--- config.mk ---
export PLATFORM = sky130hd
export DESIGN_NAME = uart_tx_arbiter
export DESIGN_NICKNAME = d
export VERILOG_FILES = /design/src/rtl/uart_tx_arbiter.sv
export SDC_FILE = /design/constraint.sdc
export NUM_CORES = 1
export LEC_CHECK = 0
export BUFFER_PORTS_ARGS = -buffer_cell sky130_fd_sc_hd__buf_2
export CAP_MARGIN = 20
export CORE_UTILIZATION = 51
export CTS_BUF_LIST = sky130_fd_sc_hd__clkbuf_4 sky130_fd_sc_hd__clkbuf_8 sky130_fd_sc_hd__clkbuf_16
export DETAILED_ROUTE_END_ITERATION = 10
export PLACE_DENSITY_LB_ADDON = 0.2
export SYNTH_ARGS = -nofsm -noshare
export SYNTH_HDL_FRONTEND = slang
export SYNTH_SLANG_ARGS = --single-unit
--- constraint.sdc ---
create_clock -name clk -period 5.9 [get_ports clk]
set_input_delay 0.885 -clock clk [delete_from_list [all_inputs] [get_ports clk]]
set_output_delay 0.885 -clock clk [all_outputs]
set_load 0.01 [all_outputs]
--- src/rtl/uart_tx_arbiter.sv ---
// Packet-level round-robin arbiter sharing one UART transmit FIFO write port.
// A granted source keeps the port until its packet ends, MAX_LEN bytes pass, or it drops req.
module uart_tx_arbiter #(
  parameter int N       = 4,
  parameter int DBIT    = 8,
  parameter int MAX_LEN = 16
) (
  input  logic              clk,
  input  logic              reset_n,
  input  logic [N-1:0]      req,
  input  logic [N*DBIT-1:0] src_data,
  input  logic [N-1:0]      src_last,
  output logic [N-1:0]      ack,
  output logic [DBIT-1:0]   w_data,
  output logic              wr_uart,
  input  logic              tx_full,
  output logic              busy,
  output logic [2:0]        owner
);

  typedef enum logic {IDLE, SEND} state_t;

  state_t          state, state_nxt;
  logic [2:0]      rr_ptr;
  logic [7:0]      byte_cnt;
  logic [2:0]      grant_idx;
  logic            grant_vld;
  logic [3:0]      best_d;
  logic            own_req, own_last;
  logic [DBIT-1:0] own_data;
  logic            accept, release_pkt;

  // Cyclic distance from rr_ptr+1; the requester closest to it wins.
  always_comb begin
    grant_idx = '0;
    grant_vld = 1'b0;
    best_d    = '0;
    for (int j = 0; j < N; j++) begin
      logic [3:0] d;
      d = 4'(j) + 4'(N) - 4'(rr_ptr) - 4'd1;
      if (d >= 4'(N)) d = d - 4'(N);
      if (req[j] && (!grant_vld || d < best_d)) begin
        grant_vld = 1'b1;
        grant_idx = 3'(j);
        best_d    = d;
      end
    end
  end

  always_comb begin
    own_req  = 1'b0;
    own_last = 1'b0;
    own_data = '0;
    for (int j = 0; j < N; j++) begin
      if (owner == 3'(j)) begin
        own_req  = req[j];
        own_last = src_last[j];
        own_data = src_data[j*DBIT +: DBIT];
      end
    end
  end

  assign accept      = (state == SEND) && own_req && !tx_full;
  assign release_pkt = (state == SEND) &&
                       ((accept && (own_last || byte_cnt == 8'(MAX_LEN - 1))) || !own_req);
  assign wr_uart     = accept;
  assign w_data      = accept ? own_data : '0;
  assign busy        = (state == SEND);

  always_comb begin
    for (int j = 0; j < N; j++) ack[j] = accept && (owner == 3'(j));
  end

  always_comb begin
    state_nxt = state;
    case (state)
      IDLE:    if (grant_vld) state_nxt = SEND;
      SEND:    if (release_pkt) state_nxt = IDLE;
      default: state_nxt = IDLE;
    endcase
  end

  always_ff @(posedge clk or negedge reset_n) begin
    if (!reset_n) begin
      state    <= IDLE;
      rr_ptr   <= 3'(N - 1);
      owner    <= '0;
      byte_cnt <= '0;
    end else begin
      state <= state_nxt;
      if (state == IDLE && grant_vld) begin
        owner    <= grant_idx;
        byte_cnt <= '0;
      end
      if (accept) byte_cnt <= byte_cnt + 8'd1;
      if (release_pkt) rr_ptr <= owner;
    end
  end

endmodule

# Word-level counts from Yosys, hierarchy flattened
# Cells that the tools add are included.
# op_classes
add_sub_neg	13
n_lt_le_gt_ge	7
eq_ne	4
mux	32
bitwise	1
reduce_logical	24
# ops
cell	count
2-to-1 mux 8 bit	7
2-to-1 mux 4 bit	7
>= comparator 4 x 3 -> 1 bit (second input constant)	4
subtractor 3 x 3 -> 4 bit (first input constant)	4
subtractor 4 x 1 -> 4 bit (second input constant)	4
subtractor 4 x 3 -> 4 bit (second input constant)	4
2-to-1 mux 1 bit	15
logical AND 1 bit	12
less-than comparator 4 bit	3
adder 8 x 1 -> 8 bit (second input constant)	1
== test 8 x 4 -> 1 bit (second input constant)	1
== test 3 x 2 -> 1 bit (second input constant)	2
zero test 1 bit	5
logical OR 1 bit	5
== test 3 x 1 -> 1 bit (second input constant)	1
zero test 3 bit	1
2-to-1 mux 3 bit	1
2-to-1 mux 2 bit	1
case mux 1 bit (2 select lines)	1
nonzero test 2 bit	1
NOT 1 bit	1
# word_totals
register_bits	15
in_bits	43
output_inout_bits	17
word_cells	85

# Depth between registers and ports, before layout
# logic_depth
word_depth	20
ltp_mapped	18
ltp_nobuf	18

# Worst setup path before layout
# OpenSTA, ideal clock, no wires.
# synth_path
kind	in2reg
startpoint	input req[0]
endpoint	register owner[1]
setup_time_ns	0.066
arrival_time_ns	3.874
required_time_ns	5.834
path_slack_ns	1.960
path_stages	18
path_buffers	1
path_cell_list	buf_2 nand2_1 ha_1 nand2_1 nand3_1 a21boi_0 a32oi_1 ha_1 a211oi_1 o211ai_1 nand2_1 mux2_2 ha_1 a21o_1 a21o_1 a211o_1 nor2_1 a2111o_1
# synth_between
elab_chain_cells	14
word_cells_on_any_way	22
classes_between	order compare: 3; mux: 9; reduce/logical: 10
# synth_rtl
element	line_no	source
start, declared	10	input logic [N-1:0] req,
2-to-1 mux 4 bit or 2-to-1 mux 1 bit (tied branches)	42	if (req[j] && (!grant_vld || d < best_d)) begin
less-than comparator 4 bit or zero test 1 bit (tied branches)	42	
logical OR 1 bit	42	
logical AND 1 bit	42	
2-to-1 mux 4 bit or 2-to-1 mux 1 bit (tied branches)	42	
less-than comparator 4 bit or zero test 1 bit (tied branches)	42	
logical OR 1 bit	42	
logical AND 1 bit	42	
2-to-1 mux 4 bit or 2-to-1 mux 1 bit (tied branches)	42	
less-than comparator 4 bit or zero test 1 bit (tied branches)	42	
logical OR 1 bit	42	
logical AND 1 bit	42	
2-to-1 mux 1 bit	42	
logical AND 1 bit	91	if (state == IDLE && grant_vld) begin
end signal, assigned	92	owner <= grant_idx;
end, declared	18	output logic [2:0] owner
# Several ways; a longest one is shown, not always the timed one.
# A chain may end at the register's enable or synchronous reset.

# Worst setup path after layout
# layout_path
startpoint	register rr_ptr[1]
endpoint	register owner[1]
# layout_between
elab_chain_cells	18
word_cells_on_any_way	40
classes_between	add/sub: 12; order compare: 7; mux: 12; reduce/logical: 9
# layout_rtl
element	line_no	source
start, declared	24	logic [2:0] rr_ptr;
start signal, assigned	86	rr_ptr <= 3'(N - 1);
start signal, assigned	96	if (release_pkt) rr_ptr <= owner;
subtractor 3 x 3 -> 4 bit	40	d = 4'(j) + 4'(N) - 4'(rr_ptr) - 4'd1;
subtractor 4 x 1 -> 4 bit	40	
subtractor 4 x 3 -> 4 bit or >= comparator 4 x 3 -> 1 bit (tied branches)	41	if (d >= 4'(N)) d = d - 4'(N);
2-to-1 mux 4 bit	41	
2-to-1 mux 4 bit	42	
less-than comparator 4 bit	42	
logical OR 1 bit	42	
logical AND 1 bit	42	
[... 2 more ...]	n/a	
logical OR 1 bit	42	
logical AND 1 bit	42	
2-to-1 mux 4 bit or 2-to-1 mux 1 bit (tied branches)	42	
less-than comparator 4 bit or zero test 1 bit (tied branches)	42	
logical OR 1 bit	42	
logical AND 1 bit	42	
2-to-1 mux 1 bit	42	
logical AND 1 bit	91	
# Several ways; a longest one is shown, not always the timed one.

==> results.toml <==
[timing]
hold_viol = 0
maxSlewHeadroom = 0.494
skew_ps = 3.61
setup_violations = 0
worstMarginPinSlew_ps = 759
drv_slew = 0
max_freq_ghz = 0.231
fin_crit_ps = 4330
final.setup.tns_ps = 0
holdWs_ps = 476
grt_setup_unrepaired = "no"
min_period_over_period = 0.734

[critical_path]
r2r_end = "owner[1]$_DFFE_PN0P_"
cpMaxStageDelayCell = "dfstp_2"
endpoint_kind = "flip-flop"
ff2ff_setup_slack_ps = 1570
crit_family = "compound AO/OA/AOI/OAI gates"
worstSetupStartpointType = "flip-flop"
ff2ff_path_depth = 18
cp.required_ps = 6110
worst-path-buf-inv = 1
crit_arrival_ps = 4550
worstSetupPathType = "flip-flop to flip-flop"
worstPathCellList = "inv_1 -> ha_1 -> ha_1 -> nand2_1 -> nand3_1 -> a21boi_0 -> a32oi_1 -> ha_1 -> a211oi_1 -> o211ai_1 -> nand2_1 -> mux2_2 -> ha_1 -> a21o_1 -> a21o_1 -> a211o_1 -> nor2_1 -> a2111o_1"
r2r_start = "rr_ptr[1]$_DFFE_PN1P_"
path_max_fanout = 6
max_stage_delay_ps = 600
crit_top_cell = "ha_1"

[placed_design]
dp.final_hpwl_mm = 2.57
port_buffers = 58
place.gp.congestion = 0.887
place_inst = 227
place_area_sq_um = 1650

[worst_hold_path]
hp-class = "input pin to asynchronous set/reset pin"

[floorplan]
die_h_um = 54.0
die_area_sq_um = 2910
num_io_pins = 60
rows = 18
initial_core_util = 0.546
die_x_um = 54.0
core_region_area_sq_um = 2520

[finish]
nNetsFinal = 258
drive_gt1_frac = 0.423
finalNonFillerCells = 231
final_cell_mix = "buf_2 (58), nand2_1 (18), ha_1 (13)"
antenna_cells = 0
fin_area_sq_um = 1680
final_common_cell = "buf_2"
area_growth_syn_to_layout_pct = 21.9

[global_route]
grt_usage = 0.229
grt_max_degree = 21
grt_pass1_wl_mm = 4.81
grt_overflow = 0
grt_pass1_vias = 1156
antenna_found_initial = 0

[drt]
wirelength_mm = 3.19
dr_wl_met3_um = 195
detail_route.wl_per_cell_um = 13.8
wl_met2_mm = 1.57
drt_pass1_iterations = 5
drc = 0
drtIter0Drc = 30
vias_per_cell = 5.83
routed.top_layer = "met4"
wl_met1_mm = 1.35
vias = 1347
drtAntennaViolNets = 0

[run]
maxCapViolCount = 0

[cts]
postCtsHoldBufs = 0
cts_buffer_depth = 2
cts_sinks = 13
htree_levels = 1
clockRootBuffer = "clkbuf_4"
clkLatencyLatePin_ps = 280
ctsResizeCount = 0
cts_tree = "done"
cts_buffers = 3
clk_pin_slew_worst_paths_ps = 70
post-cts-setup-buffer-count = 0

[synthesis]
yosysSeqAreaShare = 0.238
syn_inst = 147
syn-cell-area_sq_um = 1380
ys_types = 42
avgSynthCellArea_sq_um = 9.36
synthArstFlopShare = 1.00
yosys_warnings = 0
synth_fp_nets = 203
synth_seq_cells = 13
ys.flop_type = "dfrtp_1"
synth_edf_count = 0

[pwr]
power_density_nw_per_um2 = 438
p_sw_mw = 0.329
p_leak_nw = 0.864
swShare = 0.448
seqPwrFrac = 0.255
p_int_mw = 0.406
power_mw = 0.734
combPwrFrac = 0.665
irDropWorstVdd_v = 0.000272
clkPwrFrac = 0.079

[run_status]
status = "finished, final reports clean"
logic make-up (layout without fill, tap and decap cells):
group | count (synthesis) | count (layout) | share of synthesized area
simple gates | 58 | 58 | 0.217
compound gates | 30 | 30 | 0.149
mux | 16 | 16 | 0.212
buf+inv | 16 | 70 | 0.0627
fa+ha+maj | 13 | 13 | 0.118
flops | 13 | 13 | 0.238
other cells | 1 | 1 | 0.00272
worst max path at each step:
stage	startpoint	end	slack [ps]	cells past startpoint
2_1_floorplan	req[0]	owner[1]$_DFFE_PN0P_	1960	18
3_3_place_gp	req[0]	owner[1]$_DFFE_PN0P_	1790	18
3_5_place_dp	req[0]	owner[1]$_DFFE_PN0P_	1600	18
4_1_cts	rr_ptr[1]$_DFFE_PN1P_	owner[1]$_DFFE_PN0P_	1650	18
5_1_grt	rr_ptr[1]$_DFFE_PN1P_	owner[1]$_DFFE_PN0P_	1390	18
6_report	rr_ptr[1]$_DFFE_PN1P_	owner[1]$_DFFE_PN0P_	1570	18
synthesized netlist by cell type, drive strengths merged (3+ instances only):
| library cell | instances | area, sq um |
|---|---|---|
| o21ai | 11 | 55.1 |
| and3 | 4 | 25.0 |
| and2 | 3 | 21.3 |
| dfrtp | 11 | 275 |
| buf | 7 | 52.5 |
| nand2 | 18 | 67.6 |
| nor4 | 3 | 18.8 |
| mux2 | 5 | 56.3 |
| nor2 | 8 | 30.0 |
| nand3 | 6 | 30.0 |
| a21oi | 6 | 37.5 |
| mux4 | 10 | 225 |
| nor2b | 10 | 62.6 |
| ha | 13 | 163 |
| inv | 8 | 30.0 |
state kept, by name, indices dropped and copies added (netlist names):
name / flops
byte_cnt: 8
owner: 2
rr_ptr: 2
busy: 1
stage by stage:
step                      utilization  worst slack [ps]
after floorplan                     -              1960
after global placement          0.653              1790
after detailed placement        0.653              1600
after CTS                       0.665              1650
after global routing            0.665              1390
final                           0.665              1570
power groups by stage:
stage	clock network [mW]	registers, mW	logic [mW]
3_5_place_dp	0	0.191	0.484
2_1_floorplan	0	0.148	0.425
3_3_place_gp	0	0.189	0.468
4_1_cts	0.0610	0.189	0.487
5_1_grt	0.0662	0.196	0.547
6_report	0.0582	0.188	0.489
cell type report:
type,instances,area [sq um]
Inverter,8,30.0
Tap cell,30,37.5
Fill cell,222,845
Sequential cell,13,328
Multi-Input combinational cell,118,962
Clock buffer,4,30.0
Timing Repair Buffer,58,290
metal layers:
layer	track usage	vias up
li1	-	646
met1	0.299	640
met2	0.370	53
met3	0.0395	8
met4	0.0965	0
met5	0	-
(Power assumes the default switching activity.)
